### src/rtl/fu_wb_queue.sv
// rtl/fu_wb_queue.sv - FU writeback queue feeding one PRF write port and the ROB finish port
module fu_wb_queue #(
  parameter int DEPTH  = 4,
  parameter int DATA_W = 32,
  parameter int PRF_AW = 6,
  parameter int ROB_W  = 6
) (
  input  logic                       clk,
  input  logic                       rst,
  input  logic                       flush,
  input  logic                       in_valid,
  output logic                       in_ready,
  input  logic                       in_wen,
  input  logic [PRF_AW-1:0]          in_prf_addr,
  input  logic [DATA_W-1:0]          in_data,
  input  logic [ROB_W-1:0]           in_rob_id,
  output logic                       out_valid,
  input  logic                       out_grant,
  output logic                       prf_wen,
  output logic [PRF_AW-1:0]          prf_addr,
  output logic [DATA_W-1:0]          prf_data,
  output logic                       rob_finish,
  output logic [ROB_W-1:0]           rob_id,
  output logic [$clog2(DEPTH+1)-1:0] count
);

  localparam int PW = $clog2(DEPTH);
  localparam int CW = $clog2(DEPTH+1);
  localparam logic [CW-1:0] FULL_CNT = CW'(DEPTH);

  // Entry storage; wen is kept separately so flush can invalidate it cheaply.
  logic              e_wen  [DEPTH];
  logic [PRF_AW-1:0] e_addr [DEPTH];
  logic [DATA_W-1:0] e_data [DEPTH];
  logic [ROB_W-1:0]  e_rob  [DEPTH];

  logic [PW-1:0] head;
  logic [PW-1:0] tail;
  logic [CW-1:0] cnt_q;

  logic push;
  logic pop;

  // Ready looks only at occupancy so there is no grant-to-ready combinational path.
  assign in_ready  = (cnt_q != FULL_CNT);
  assign out_valid = (cnt_q != '0);
  assign push      = in_valid & in_ready;
  assign pop       = out_valid & out_grant;
  assign count     = cnt_q;

  // Head entry drives the writeback ports straight from registers.
  assign prf_addr   = e_addr[head];
  assign prf_data   = e_data[head];
  assign rob_id     = e_rob[head];
  assign rob_finish = pop;
  assign prf_wen    = pop & e_wen[head];

  // Pointer and occupancy update; flush and reset both empty the queue.
  always_ff @(posedge clk) begin
    if (rst || flush) begin
      head  <= '0;
      tail  <= '0;
      cnt_q <= '0;
    end else begin
      if (push) tail <= tail + PW'(1);
      if (pop)  head <= head + PW'(1);
      case ({push, pop})
        2'b10:   cnt_q <= cnt_q + CW'(1);
        2'b01:   cnt_q <= cnt_q - CW'(1);
        default: cnt_q <= cnt_q;
      endcase
    end
  end

  // Entry write at tail; reset clears every field, flush only invalidates wen.
  always_ff @(posedge clk) begin
    if (rst) begin
      for (int i = 0; i < DEPTH; i++) begin
        e_wen[i]  <= 1'b0;
        e_addr[i] <= '0;
        e_data[i] <= '0;
        e_rob[i]  <= '0;
      end
    end else if (flush) begin
      for (int i = 0; i < DEPTH; i++) begin
        e_wen[i] <= 1'b0;
      end
    end else if (push) begin
      e_wen[tail]  <= in_wen;
      e_addr[tail] <= in_prf_addr;
      e_data[tail] <= in_data;
      e_rob[tail]  <= in_rob_id;
    end
  end

endmodule

### config.mk
export PLATFORM = sky130hd
export DESIGN_NAME = fu_wb_queue
export DESIGN_NICKNAME = d
export VERILOG_FILES = /design/src/rtl/fu_wb_queue.sv
export SDC_FILE = /design/constraint.sdc
export NUM_CORES = 1
export LEC_CHECK = 0
export ABC_CLOCK_PERIOD_IN_PS = 7100
export BUFFER_PORTS_ARGS = -buffer_cell sky130_fd_sc_hd__buf_4
export CAP_MARGIN = 10
export CORE_MARGIN = 2
export CORE_UTILIZATION = 58
export CTS_CLUSTER_DIAMETER = 100
export DETAILED_ROUTE_END_ITERATION = 8
export PLACE_DENSITY_LB_ADDON = 0.05
export SKIP_LAST_GASP = 1
export SLEW_MARGIN = 20
export SYNTH_ARGS = -nofsm -noshare
export SYNTH_HDL_FRONTEND = slang
export SYNTH_SLANG_ARGS = --single-unit
### constraint.sdc
create_clock -name clk -period 7.1 [get_ports clk]
set_input_delay 0.71 -clock clk [delete_from_list [all_inputs] [get_ports clk]]
set_output_delay 0.71 -clock clk [all_outputs]
set_load 0.005 [all_outputs]
==> flow_summary.json <==
{
  "status": "finished, final reports clean",
  "start_util": 0.5973,
  "grt_pass1_vias": 4594,
  "synth-edff-count": 180,
  "hold_depth": 2,
  "fmax_ghz": 0.3302,
  "place_area_mm2": 0.009230,
  "dpl_worst_slack_ps": 4093,
  "arrival_ps": 2320,
  "ys_seq_area_frac": 0.6685,
  "hold_slack_ps": 534.3,
  "drt-wirelength-per-cell_um": 20.34,
  "syn_area_mm2": 0.008356,
  "syn_area_per_cell_um2": 16.74,
  "cts_sinks": 189,
  "p_per_area_mw_per_mm2": 250.4,
  "power_frac_seq": 0.524,
  "cts-root-buf": "clkbuf_16",
  "regToRegSetupSlack_ps": 4550,
  "grt_max_degree": 46,
  "r2r_cells": 9,
  "drtIter0Drc": 358,
  "power.leakage_nw": 3.729,
  "drv_slew": 0,
  "rsz0062_at_grt": "no",
  "max_cap_violations": 0,
  "internal_power_mw": 1.987,
  "clk_pin_slew_ps": 60,
  "critPathRequiredTime_ps": 6390,
  "antenna_found_initial": 0,
  "path_max_fanout": 45,
  "antennaDiodeCount": 0,
  "cts_setup_buffers": 0,
  "synth.largest_area_cell": "edfxtp_1",
  "comb_power_share": 0.063,
  "ant_nets": 0,
  "fin_util": 0.7055,
  "vias": 4429,
  "ys_top_cells_by_count": "edfxtp_1, and2_1, mux4_2, buf_6",
  "track_usage": 0.2244,
  "clk_latency_ps": 430,
  "peakVddDrop_uv": 164.1,
  "yosysMostFrequentCell": "edfxtp_1",
  "switching_share": 0.1961,
  "finalSetupViolations": 0,
  "core_mm2": 0.01399,
  "wirelength_um": 16070,
  "nets": 653,
  "synthArstFlopShare": 0,
  "cts_tree": "built",
  "endpoint_kind": "output port",
  "htreeDepth": 4,
  "syn-instance-count": 499,
  "path_cells": "mux4_2, nor2b_1, buf_4",
  "hold_viol": 0,
  "die_y_um": 124.0,
  "io_pins": 101,
  "layout.cells.non_filler": 790,
  "finalSetupTns_ps": 0,
  "synth_seq_cells": 189,
  "gr-total-overflow": 0,
  "cp_slowest_stage_delay_ps": 960,
  "cts_buffers": 17,
  "min_path_type": "reg -> reg",
  "dr.pass1.iters": 4,
  "dp_hpwl_um": 9097,
  "p_switching_mw": 0.4845,
  "layout_setup_ws_ps": 4071,
  "synth.distinct_cells": 32,
  "p_total_mw": 2.471,
  "ctsResizeCount": 0,
  "ys_warn_count": 0,
  "synthTopCellsByArea": "edfxtp_1, and2_1, mux4_2, dfxtp_1, buf_6",
  "dieArea_mm2": 0.01538,
  "fin_skew_ps": 5.720,
  "io_buffers": 100,
  "dominantRegCellSynth": "edfxtp_1",
  "critPathKind": "reg -> out",
  "rows": 43,
  "drc": 0,
  "fin_crit_ps": 3029,
  "dp_cells": 758,
  "synth.top_cell.area_share": 0.6469,
  "drive_above_1_share": 0.3230,
  "areaGrowthSynthToFinish_pct": 18.12,
  "slowest_stage": "dfxtp_4",
  "clkPwrFrac": 0.413,
  "maxSlewHeadroom": 0.3790,
  "final_area_mm2": 0.009869,
  "tightest_slew_ps": 931.5,
  "grt_pass1_wl_um": 24580,
  "die_x_um": 124.0,
  "clock_path_buffers": 2,
  "post_drt_via_cell_ratio": 5.606,
  "syn_nets": 555,
  "cts_hold_buf": 0,
  "startpoint_type": "register",
  "place.gp.congestion": 0.7455,
  "fin_crit_sh": 0.4266
}
[sequential cells by signal, indices dropped and copies added (netlist names), named ones only]
signal / cells
count: 3
e_addr: 24
e_data: 128
e_rob: 24
e_wen: 4
head: 2
tail: 2
[cells by family (layout without fill, tap and decap cells)]
group,count (synthesis),count (layout),synth area share
AND/OR/NAND/NOR,204,204,0.1556
flip-flops,189,189,0.6685
multiplexers,46,46,0.1225
AO/OA/AOI/OAI,13,13,0.01093
adder cells (fa/ha/maj),6,6,0.009883
buffers and inverters,37,148,0.02845
XOR/XNOR,4,4,0.004192
[routing by layer]
metal / routed length, µm / vias to the layer above / global-route usage / part of all wire
li1: - / 2035 / - / -
met1: 6489 / 2253 / 0.2829 / 0.40
met2: 8454 / 131 / 0.3808 / 0.53
met3: 933 / 10 / 0.04350 / 0.058
met4: 191 / 0 / 0.09902 / 0.012
met5: 0 / - / 0 / 0
[power groups by stage]
stage	Combinational (mW)	Sequential [mW]	Clock [mW]
final	0.156	1.29	1.02
after global routing	0.169	1.30	1.08
after CTS	0.158	1.30	1.03
after detailed placement	0.158	1.32	0
after global placement	0.152	1.32	0
after floorplan	0.0785	1.31	0
[critical path, delay by kind of cell, from the launching register on]
kind          cells  cell delay (ps)
simple gates      1              150
mux               1              620
buf+inv           1              150
flops             1              960
[cell type report]
cell class                 instances  area [µm²]
clock buffer                      20       446.7
clock inverter                    12       192.7
fill                             917        4119
inverter                           8       30.03
multi-input combinational        273        2554
sequential                       189        5590
tap                              180       225.2
timing repair buffer             108       830.8
[final timing paths]
check | endpoint | start
setup / recovery | prf_wen | register
hold / removal | register | head[0]$_SDFFE_PP0P_
setup reg to reg | count[2]$_SDFFE_PP0P_ | count[2]$_SDFFE_PP0P_
hold reg to reg | register | head[0]$_SDFFE_PP0P_
[cells in the final DEF (no fill, tap or decap), types with 2 or more instances in the layout]
cell type,count
bufinv_16,5
edfxtp_1,180
a21oi_1,3
nor4_4,2
dfxtp_1,7
clkinv_2,4
nand2_1,3
and3_1,4
ha_1,5
clkbuf_16,17
nor2_1,7
mux4_2,45
clkinvlp_4,3
buf_4,107
xor2_1,4
and2_1,176
clkbuf_1,2
or3_1,2
or2_2,3
inv_1,7
a21o_1,5
o41ai_2,2
Power figures use the tool's default switching activity.
